## src/rtl/mac_seq.sv

```systemverilog
// mac_seq: control sequencer that feeds operands and stage enables to the 8-bit MAC/requantise datapath.
// Optional stall counter output is built when MAC_SEQ_STALL_CNT_EN is defined.
module mac_seq #(
   parameter int N_IN  = 784,
   parameter int CNT_W = 10
) (
   input  logic        clk_i,
   input  logic        rstn_i,
   input  logic        start_i,
   output logic        busy_o,
   input  logic        in_valid_i,
   output logic        in_ready_o,
   input  logic [7:0]  in_image_i,
   input  logic [7:0]  in_weight_i,
   output logic        mac_en_o,
   output logic        acc_en_o,
   output logic        relu_en_o,
   output logic        qdq_en_o,
   output logic        round_en_o,
   output logic        sat_en_o,
   output logic        mac_clear_o,
   output logic [7:0]  image_data_o,
   output logic [7:0]  weight_data_o,
   input  logic [7:0]  dsp_output_i,
   output logic        out_valid_o,
   input  logic        out_ready_i,
`ifdef MAC_SEQ_STALL_CNT_EN
   output logic [15:0] stall_cnt_o,
`endif
   output logic [3:0]  state_o,
   output logic [7:0]  out_data_o
);

   typedef enum logic [3:0] {
      S_IDLE, S_LOAD, S_DRAIN0, S_DRAIN1, S_RELU, S_QDQ,
      S_MULW, S_ROUND, S_SAT, S_CAPT, S_OUT
   } state_t;

   localparam logic [CNT_W-1:0] CNT_LAST = CNT_W'(N_IN - 1);

   state_t           state_q, state_d;
   logic [CNT_W-1:0] cnt_q, cnt_d;
   logic [1:0]       pipe_q, pipe_d;
   logic             ready_q, ready_d;
   logic             busy_q, busy_d;
   logic             relu_q, relu_d;
   logic             qdq_q, qdq_d;
   logic             round_q, round_d;
   logic             sat_q, sat_d;
   logic             clear_q, clear_d;
   logic             out_valid_q, out_valid_d;
   logic [7:0]       out_data_q, out_data_d;
   logic             in_hs;
`ifdef MAC_SEQ_STALL_CNT_EN
   logic [15:0]      stall_q, stall_d;
`endif

   // Both ports use valid/ready: a transfer happens on a clock edge where valid and
   // ready are both high; the producer holds valid and data stable until then.
   assign in_hs = in_valid_i & ready_q;

   always_comb begin
      state_d     = state_q;
      cnt_d       = cnt_q;
      out_valid_d = out_valid_q;
      out_data_d  = out_data_q;
      // acc_en is mac_en delayed through the MAC's operand and multiplier registers.
      pipe_d      = {pipe_q[0], in_hs};
`ifdef MAC_SEQ_STALL_CNT_EN
      stall_d     = stall_q;
`endif
      case (state_q)
         S_IDLE: begin
            if (start_i) begin
               state_d = S_LOAD;
               cnt_d   = '0;
`ifdef MAC_SEQ_STALL_CNT_EN
               stall_d = '0;
`endif
            end
         end
         S_LOAD: begin
            if (in_hs) begin
               if (cnt_q == CNT_LAST) begin
                  state_d = S_DRAIN0;
               end else begin
                  cnt_d = cnt_q + CNT_W'(1);
               end
            end
`ifdef MAC_SEQ_STALL_CNT_EN
            if (!in_valid_i && (stall_q != 16'hFFFF)) begin
               stall_d = stall_q + 16'd1;
            end
`endif
         end
         S_DRAIN0: state_d = S_DRAIN1;
         S_DRAIN1: state_d = S_RELU;
         S_RELU:   state_d = S_QDQ;
         S_QDQ:    state_d = S_MULW;
         S_MULW:   state_d = S_ROUND;
         S_ROUND:  state_d = S_SAT;
         S_SAT:    state_d = S_CAPT;
         S_CAPT: begin
            out_data_d  = dsp_output_i;
            out_valid_d = 1'b1;
            state_d     = S_OUT;
         end
         S_OUT: begin
            if (out_ready_i) begin
               out_valid_d = 1'b0;
               state_d     = S_IDLE;
            end
         end
         default: state_d = S_IDLE;
      endcase

      // Stage strobes are registered from the next state so each is a clean flop output.
      ready_d = (state_d == S_LOAD);
      busy_d  = (state_d != S_IDLE);
      relu_d  = (state_d == S_RELU);
      qdq_d   = (state_d == S_QDQ);
      round_d = (state_d == S_ROUND);
      sat_d   = (state_d == S_SAT);
      clear_d = (state_d == S_IDLE);
   end

   always_ff @(posedge clk_i or negedge rstn_i) begin
      if (!rstn_i) begin
         state_q     <= S_IDLE;
         cnt_q       <= '0;
         pipe_q      <= '0;
         ready_q     <= 1'b0;
         busy_q      <= 1'b0;
         relu_q      <= 1'b0;
         qdq_q       <= 1'b0;
         round_q     <= 1'b0;
         sat_q       <= 1'b0;
         clear_q     <= 1'b1;
         out_valid_q <= 1'b0;
         out_data_q  <= '0;
`ifdef MAC_SEQ_STALL_CNT_EN
         stall_q     <= '0;
`endif
      end else begin
         state_q     <= state_d;
         cnt_q       <= cnt_d;
         pipe_q      <= pipe_d;
         ready_q     <= ready_d;
         busy_q      <= busy_d;
         relu_q      <= relu_d;
         qdq_q       <= qdq_d;
         round_q     <= round_d;
         sat_q       <= sat_d;
         clear_q     <= clear_d;
         out_valid_q <= out_valid_d;
         out_data_q  <= out_data_d;
`ifdef MAC_SEQ_STALL_CNT_EN
         stall_q     <= stall_d;
`endif
      end
   end

   assign busy_o        = busy_q;
   assign in_ready_o    = ready_q;
   assign mac_en_o      = in_hs;
   assign acc_en_o      = pipe_q[1];
   assign relu_en_o     = relu_q;
   assign qdq_en_o      = qdq_q;
   assign round_en_o    = round_q;
   assign sat_en_o      = sat_q;
   assign mac_clear_o   = clear_q;
   assign image_data_o  = in_image_i;
   assign weight_data_o = in_weight_i;
   assign out_valid_o   = out_valid_q;
   assign out_data_o    = out_data_q;
   assign state_o       = state_q;
`ifdef MAC_SEQ_STALL_CNT_EN
   assign stall_cnt_o   = stall_q;
`endif

endmodule

```

## config.mk

```make
export PLATFORM = sky130hd
export DESIGN_NAME = mac_seq
export DESIGN_NICKNAME = d
export VERILOG_FILES = /design/src/rtl/mac_seq.sv
export SDC_FILE = /design/constraint.sdc
export NUM_CORES = 1
export LEC_CHECK = 0
export CORE_MARGIN = 3
export CORE_UTILIZATION = 45
export DETAILED_ROUTE_END_ITERATION = 16
export DONT_BUFFER_PORTS = 1
export SLEW_MARGIN = 20
export SYNTH_ARGS = -nofsm -noshare
export SYNTH_HDL_FRONTEND = slang
export SYNTH_SLANG_ARGS = --single-unit
export TNS_END_PERCENT = 1
```

## constraint.sdc

```tcl
create_clock -name clk_i -period 2.84 [get_ports clk_i]
set_clock_uncertainty 0.05 [all_clocks]
set_input_delay 0.568 -clock clk_i [delete_from_list [all_inputs] [get_ports clk_i]]
set_output_delay 0.568 -clock clk_i [all_outputs]
set_load 0.05 [all_outputs]
```

==> results.md, run 1 <==
* Outcome: finished clean
* Starting density of the core at 0.488
* Worst Path Buf+Inv at 0
* Seq pwr share at 0.571
* Antenna violations before repair at 0
* Die Width at 64.7 um
* Mapped Area at 1550 um^2
* Int Pwr at 680 uW
* Tcrit/Tclk final at 0.775
* # Post-CTS Setup Buffers at 0
* Ys async rst share at 1.00
* TritonCTS clock tree: done
* Logic gate share of total power at 0.148
* Area share of the largest cell type after synthesis at 0.500
* Cells after Synth at around 150
* Leading area contributor after synthesis: dfrtp_1
* GP Congestion at 0.803
* R2r worst-path depth at 4
* Grt total ovfl at 0
* Commonest cells after routing, fill and taps aside: dfrtp_1, nand2_1, a21oi_1
* CP max stage delay at 550 ps
* Top FF cell, synth: dfrtp_1
* Final setup margin at around 640 ps
* Count of final setup violators at 0
* Final core occ at 0.502
* I/O Pins at 67
* Crit Path Category: register to register
* Instance count on the critical path at 4
* NetSw at 279 uW
* Placed cell area at 1490 um^2
* Syn_area_per_cell at 10.5 um^2
* Total Power at 959 uW
* H-tree depth at 2
* Clk_lat worst skew at 330 ps
* HP Class: register to register
* Top cells by area, synth: dfrtp_1, buf_4, mux2_2
* Leakage power at 0.715 nW
* WP data required at 3050 ps
* Clk pwr share at 0.282
* Final min period at 2200 ps
* CTS root buf: clkbuf_4
* Place WS at 671 ps
* Slew Limit Headroom at 0.668
* Worst path arrival time at 2410 ps
* Worst ir drop on vdd at 0.315 mV
* DP Wirelength at about 2000 um
* Area grow syn2layout at 2.74%
* First-pass GRT wire length at around 4700 um
* # rows at 20
* Commonest non-fill, non-tap cell in the layout: dfrtp_1
* Max-Cap Viols at 0
* Vias in the first global route at 1,023
* Nets at 169
* WHS Path Cells at 0
* Total track usage at 0.150
* Residual DRC at 0
* WL final at 2830 um
* Buffers added on ports at 0
* Share of cells above drive strength 1 at 0.171
* Die footprint at 4190 um^2
* Design area at 1590 um^2
* Worst-Margin Slew at 497 ps
* Via-to-Cell Ratio at 5.59
* CP delay by family, top: simple AND/OR/NAND/NOR gates
* TritonCTS Sinks at 32
* Post-synthesis sequential area ratio at 0.517
* Crit-path max FO at 8
* Clk buf depth at 2
* P per Cell Area at 602 nW/um^2
* Worst-path clk slew at 100 ps
* Die Ht at 64.7 um
* Ys Warns at 0
* Post-synth EDFFs at 0
* Fin. Hold Viols at 0
* Yosys cell types at 35
* CTS Buf Count at 5
* RSZ-0062 raised after global routing: no
* Fmax at 454 MHz
* Register bit total from synthesis at 32
* Net Count, Synth at 178
* Switching share of total power at 0.291
* CP Capture Type: register
* CP Cell Sequence: or4b_4 -> or3_1 -> or4_1 -> a21oi_1
* CP Launch Type: register
* Total number of vias at 1,028
* ANT nets after route at 0
* Post-route setup TNS at 0 ps
* Post-DR wirelength/cell at around 15 um
* Core area at 3180 um^2
* Antenna diodes at 0
* Fin. max-slew vios at 0
* Slowest-stage cell, CP: or4b_4
* Largest net degree at the start of global routing at 32
* DRC marker count from the first detailed-route iteration at 30
* Drt pass-1 iters at 4
==> kinds of logic after synthesis <==
| family | Yosys count | synth area share |
|---|---|---|
| XOR/XNOR | 3 | 0.0169 |
| multiplexers | 11 | 0.0774 |
| buffers and inverters | 26 | 0.102 |
| AO/OA/AOI/OAI | 24 | 0.0903 |
| adder cells (fa/ha/maj) | 1 | 0.00806 |
| flip-flops | 32 | 0.517 |
| AND/OR/NAND/NOR | 51 | 0.188 |
==> synth_stat cells, types with 3 or more instances <==
cell	instances
dfrtp_1	31
buf_4	16
nand2_1	11
a21oi_1	9
mux2_2	8
clkbuf_1	7
o21ai_0	7
nor2_1	5
or3_1	5
or4_1	5
nor2b_1	4
and2_1	3
mux2i_1	3
nor3_1	3
nor4_1	3
o31ai_1	3
==> layout make-up <==
cell class | count | area (um^2)
Sequential cell | 32 | 802
Inverter | 2 | 7.51
Tap cell | 44 | 55.1
Timing Repair Buffer | 8 | 77.6
Clock inverter | 2 | 10.0
Multi-Input combinational cell | 90 | 591
Clock buffer | 6 | 51.3
Fill cell | 316 | 1580
==> through the flow <==
| stage | cells | hold WS [ps] |
|---|---|---|
| 3_5_place_dp | 173 | 223 |
| 6_report | 184 | 323 |
| 4_1_cts | 183 | 0.104 |
| 5_1_grt | 184 | 315 |
| 3_3_place_gp | 173 | 223 |
| 2_1_floorplan | 148 | 222 |
==> flip-flops by register name, indices dropped and copies added, names as in the netlist <==
register	flops
in_ready_o	1
state_o	4
pipe_q	2
relu_en_o	1
out_data_o	8
cnt_q	10
out_valid_o	1
round_en_o	1
sat_en_o	1
qdq_en_o	1
mac_clear_o	1
busy_o	1
==> per-layer routing <==
| layer | routed length [um] | share of wire | global-route usage |
|---|---|---|---|
| met2 | 1280 | 0.45 | 0.217 |
| met3 | 248 | 0.088 | 0.0763 |
| met5 | 0 | 0 | 0 |
| met4 | 71 | 0.025 | 0.0950 |
| met1 | 1240 | 0.44 | 0.174 |
==> repair_timing <==
action / 4_1_cts / 5_1_grt
endpoints found under the hold margin: 31 / 1
hold buffers: 2 / 1
gates resized for setup: 0 / 0
==> power by group through the flow <==
stage | combinational (mW) | sequential (mW) | clock [mW]
after floorplan | 0.171 | 0.545 | 0
after global placement | 0.124 | 0.554 | 0
after detailed placement | 0.132 | 0.556 | 0
after CTS | 0.146 | 0.547 | 0.283
after global routing | 0.167 | 0.556 | 0.301
final | 0.142 | 0.547 | 0.270
==> final timing paths <==
kind,to,start,slack [ps]
hold / removal,pipe_q[1],pipe_q[0],320
max in group asynchronous,round_en_o,rstn_i,1950
setup / recovery,cnt_q[7],state_o[1],640
hold reg to reg,pipe_q[1],pipe_q[0],320
min in group asynchronous,mac_clear_o,rstn_i,560
setup reg to reg,cnt_q[7],state_o[1],640
(Power assumes the default switching activity.)
==> run 2, diff against run 1 <==
clock period = 1.79 ns   (was 2.84 ns; I/O delays follow)
==> run 2 against run 1 <==
  * Worst setup slack got worse by 870 ps
  * Design area increased by 6.7%
  * The run now ends with setup timing left
  * First-iteration DRC count increased by 40%
  * Register-to-register slack got worse by 870 ps
  * Sequential power increased by 57%
  * Global-route usage decreased by 0.62 points
  * Fmax increased by 9.1%
  * Largest cell class unchanged
  * Utilization increased by 3.3 points
  * Clock power increased by 100%
  * Critical path depth unchanged
  * Largest power group unchanged
==> results.md, run 2 (same netlist as run 1, synthesis figures left out) <==
* Clk buf depth at 2 (unchanged)
* Total number of vias at 1,050 (+2.1%)
* DRT met1 WL at 1270 um (+3.1%)
* Leakage power at 0.751 nW (+5.0%)
* Starting density of the core at 0.488 (unchanged)
* DRC marker count from the first detailed-route iteration at 42 (+40%)
* Grt total ovfl at 0 (unchanged)
* Fmax at 496 MHz (+9.1%)
* Post-DR wirelength/cell at 15.3 um (-0.76%)
* GP Congestion at 0.798 (-0.55%)
* Tcrit/Tclk final at 1.13 (+0.351)
* Final min period at 2020 ps (-184 ps)
* DP Wirelength at 2140 um (+7.0%)
* Switching share of total power at 0.281 (-0.0104)
* CP max stage delay at 550 ps (about the same)
* CP Capture Type: register
* Outcome: finished with violations
* Clk_lat worst skew at 330 ps (about the same)
* WP data required at 1990 ps (-1060 ps)
* Crit Path Category: register to register
* Logic gate share of total power at 0.167 (+0.019)
* ANT nets after route at 0 (unchanged)
* Worst-path clk slew at 100 ps (about the same)
* Largest net degree at the start of global routing at 33 (+3.1%)
* Share of cells above drive strength 1 at 0.269 (+0.0975)
* # rows at 20 (unchanged)
* Met2 wire length at 1300 um (+1.9%)
* Reg with most FFs: cnt_q
* Final setup margin at -226 ps (-866 ps)
* # Post-CTS Setup Buffers at 0 (unchanged)
* Slew Limit Headroom at 0.673 (+0.00458)
* Hold Slack at 120 ps (-203 ps)
* Core area at 3180 um^2 (unchanged)
* Via-to-Cell Ratio at 5.56 (-0.56%)
* Fin. Hold Viols at 0 (unchanged)
* Worst path arrival time at 2220 ps (-190 ps)
* CP delay by family, top: simple AND/OR/NAND/NOR gates
* Routed length on met3 at 229 um (-7.7%)
* Die Width at 64.7 um (unchanged)
* Fin. max-slew vios at 0 (unchanged)
* Worst-Margin Slew at 488 ps (-9.52 ps)
* Max-Cap Viols at 0 (unchanged)
* Clk pwr share at 0.323 (+0.041)
* Residual DRC at 0 (unchanged)
* TritonCTS clock tree: done
* Top Metal Used: met4
* CP Launch Type: register
* Post-route setup TNS at -1240 ps (-1240 ps)
* Count of final setup violators at 10 (+10)
* Crit-path max FO at 4 (-4)
* Total track usage at 0.144 (-0.00622)
* H-tree depth at 2 (unchanged)
* Area grow syn2layout at 9.60%
* Int Pwr at 1.21 mW (+79%)
* CP Cell Sequence: or4b_4 -> or2_4 -> or4_1 -> a21oi_1
* Worst Path Buf+Inv at 0 (unchanged)
* TritonCTS Sinks at 32 (unchanged)
* Seq pwr share at 0.510 (-0.061)
* RSZ-0062 raised after global routing: yes
* Commonest cells after routing, fill and taps aside: dfrtp_1, nand2_1, a21oi_1, buf_4, mux2_2
* HP Class: input pin to register
* Worst ir drop on vdd at 0.540 mV (+71%)
* NetSw at 474 uW (+70%)
* Nets at 174 (+3.0%)
* CTS Buf Count at 5 (unchanged)
* CTS root buf: clkbuf_4
* WL final at 2890 um (+1.9%)
* Commonest non-fill, non-tap cell in the layout: dfrtp_1
* Failing checks: setup timing
* Drt pass-1 iters at 4 (unchanged)
* Buffers added on ports at 0 (unchanged)
* Die Ht at 64.7 um (unchanged)
* First-pass GRT wire length at 4620 um (-1.2%)
* Max reg flops at 10 (unchanged)
* P per Cell Area at 993 nW/um^2 (+65%)
* Antenna diodes at 0 (unchanged)
* Vias in the first global route at 965 (-5.7%)
* Slowest-stage cell, CP: or4b_4
* I/O Pins at 67 (unchanged)
* Antenna violations before repair at 0 (unchanged)
* Die footprint at 4190 um^2 (unchanged)
[run 2: repair_timing]
action | in CTS | in global routing
endpoints found under the hold margin | 32 | 0
hold buffers | 2 | 0
pin swaps | 3 | 2
resized for setup | 6 | 3
endpoints found under the setup margin | 12 | 13
[run 2: stage by stage]
| step | worst slack (ps) | area, um^2 | util | power, mW | instances |
|---|---|---|---|---|---|
| after floorplan | -370 | 1560 | - | 1.14 | 148 |
| after global placement | -204 | 1560 | 0.489 | 1.10 | 179 |
| after detailed placement | -258 | 1560 | 0.489 | 1.12 | 179 |
| after CTS | -224 | 1690 | 0.530 | 1.69 | 189 |
| after global routing | -250 | 1700 | 0.535 | 1.79 | 189 |
| final | -226 | 1700 | 0.535 | 1.69 | 189 |
[run 2: power groups by stage]
stage	clock [mW]	combinational (mW)	sequential, mW
6_report	0.545	0.282	0.861
5_1_grt	0.599	0.320	0.870
4_1_cts	0.558	0.270	0.862
3_5_place_dp	0	0.238	0.877
3_3_place_gp	0	0.228	0.870
2_1_floorplan	0	0.279	0.864
[run 2: path summary, 6_finish.rpt]
check                                     start            end  slack [ps]  cells after the start
max in group asynchronous                rstn_i    mac_clear_o        1050                      2
worst max-delay path                 state_o[2]       cnt_q[3]        -230                      4
worst min register to register        pipe_q[0]      pipe_q[1]         310                      0
min in group asynchronous                rstn_i       cnt_q[7]         410                      2
worst max register to register       state_o[2]       cnt_q[3]        -230                      4
worst min-delay path            dsp_output_i[4]  out_data_o[4]         120                      1
[run 2: worst reg2reg max path: stages, from the launching register on]
cell and delay (ps):
dfrtp_2 410, or4b_4 560, or2_4 270, or4_1 500, a21oi_1 160
[run 2: layer usage]
metal  up-vias  track usage
met3        21       0.0503
met4         0       0.0844
met2        42        0.212
met1       489        0.180
li1        498            -
met5         -            0
[run 2: layout make-up]
class                      count  area [um^2]
fill                         290         1480
sequential                    32          807
multi-input combinational     90          622
timing repair buffer          13          129
tap                           44         55.1
clock inverter                 3         42.5
clock buffer                   5         37.5
inverter                       2         7.51
==> RTL change: new RTL, config.mk and constraints of run 2 <==
The parameter `CNT_W` goes from 10 to 8.
--- a/src/rtl/mac_seq.sv
+++ b/src/rtl/mac_seq.sv
@@ -4,3 +4,3 @@
    parameter int N_IN  = 784,
-   parameter int CNT_W = 10
+   parameter int CNT_W = 8
 ) (
Formal check against the unedited RTL: no difference found for any inputs over 10 cycles, from zero or initial values and one cycle with rstn_i low; that may be too few to reach the edited logic, so the function may still have changed.
==> RTL change against run 2 <==
  * Sequential cell count fell by 2
  * Synthesized area fell by 1.3%
  * Die area fell by 1.2%
  * Critical path depth did not move
  * Routed wire length rose by 5.9%
  * Sequential share of layout area fell by 2.9 points
  * First-iteration DRC count rose by 57%
  * Final area did not move
  * Worst setup slack improved by 0.25 ns
  * Critical path type unchanged
  * Highest routed layer unchanged
Power is not compared: it rests on default switching activity, and its combinational part moved more than twofold at a synthesized area within 25%.
==> RTL change: results <==
export IMPL_grt_pass1_vias=1048
export IMPL_synthAdderAreaFrac=0.00817
export IMPL_cp_startpoint="cnt_q[5]"
export IMPL_grt_pass1_wl_mm=5.06
export IMPL_grt_max_degree=31
export IMPL_gp_congestion=0.835
export IMPL_root_buffer="clkbuf_4"
export IMPL_ys_seq_area_frac=0.491
export IMPL_io_buffer_count=0
export IMPL_outcome="completed"
export IMPL_worst_slew_pin_slew_ns=0.500
export IMPL_fin_nets=177
export IMPL_cts_clk_slew_worst_paths_ns=0.09
export IMPL_drtIter0Drc=66
export IMPL_synth_area_mux_share=0.0858
export IMPL_fill_cells=300
export IMPL_yosysTopAreaCell="dfrtp_1"
export IMPL_cp_max_fo=2
export IMPL_grt_total_usage=0.162
export IMPL_drt_wl_total_mm=3.06
export IMPL_synth_xor_area_share=0.0229
export IMPL_layout_drive_gt1_share=0.378
export IMPL_place_ws_ns=-0.0346
export IMPL_crit_arrival_ns=1.93
export IMPL_min_delay_start="dsp_output_i[1]"
export IMPL_synth_compound_area_frac=0.134
export IMPL_reg2reg_from="cnt_q[5]"
export IMPL_syn_nets=169
export IMPL_slowest_stage="or4_4"
export IMPL_ys_top_cells_by_count="dfrtp_1, buf_4, nor2_1"
==> RTL change: changes by cell type after synthesis, sizes merged, moves of 3 or more <==
cell | run 2 | this run
a21oi | 9 | 4
nor2 | 5 | 10
or4 | 5 | 1
and2 | 3 | 0
o31ai | 3 | 0
or3 | 5 | 1
inv | 2 | 5
o21ai | 7 | 4
nor2b | 4 | 0
xnor2 | 1 | 4
nor4 | 3 | 0
==> RTL change: cells by family after synthesis <==
| family | after synthesis |
|---|---|
| multiplexers | 12 |
| buffers and inverters | 27 |
| flip-flops | 30 |
| XOR/XNOR | 4 |
| AO/OA/AOI/OAI | 24 |
| AND/OR/NAND/NOR | 41 |
| adder cells (fa/ha/maj) | 1 |
==> RTL change: what timing repair did <==
item                                    in CTS  in global routing
pin swaps                                    0                  3
setup buffers                                0                  3
hold buffers                                 2                  0
hold endpoints to repair                    30                  0
cloned                                       0                  0
resized for setup                            4                  1
endpoints found under the setup margin       5                  4
==> RTL change: per-stage QoR <==
step	total power [mW]	utilization	hold slack (ns)	std cells	cell area (um^2)
6_report	3.37	0.539	0.132	192	1700
5_1_grt	3.58	0.539	0.0977	192	1700
4_1_cts	3.36	0.531	0.121	189	1670
3_5_place_dp	2.89	0.498	0.0131	179	1570
3_3_place_gp	2.85	0.498	0.0131	179	1570
2_1_floorplan	2.63	-	0.0124	139	1550
==> RTL change: area by class of cell <==
class                           instances  share of cell area
Inverter                                5              0.0132
Timing Repair Buffer                   23               0.110
Sequential cell                        30               0.446
Tap cell                               44              0.0324
Clock inverter                          1             0.00294
Multi-Input combinational cell         82               0.363
Clock buffer                            7              0.0324
==> RTL change: final timing paths <==
path	endpoint	slack [ns]
min in group asynchronous	state_o[0]	0.42
hold / removal	out_data_o[1]	0.13
setup / recovery	cnt_q[0]	0.03
setup reg to reg	cnt_q[0]	0.03
max in group asynchronous	mac_clear_o	1.04
hold reg to reg	pipe_q[1]	0.31
==> RTL change: routing by layer <==
layer	share of wire	GRT usage	vias up
met5	0	0	-
met4	0.030	0.103	0
met3	0.091	0.0703	14
met2	0.48	0.247	45
met1	0.40	0.185	516
li1	-	-	492
==> RTL change: power breakdown <==
part | switching, mW | total [mW] | internal, mW
Combinational | 0.763 | 1.33 | 0.568
Sequential | 0.686 | 1.62 | 0.931
Clock | 0.229 | 0.419 | 0.190
==> RTL change: worst reg2reg max path: stages (launching register included) <==
cell and delay (ns):
dfrtp_1 0.39, or4_4 0.55, o21ai_2 0.15, mux2_2 0.34
a22o_1 0.17
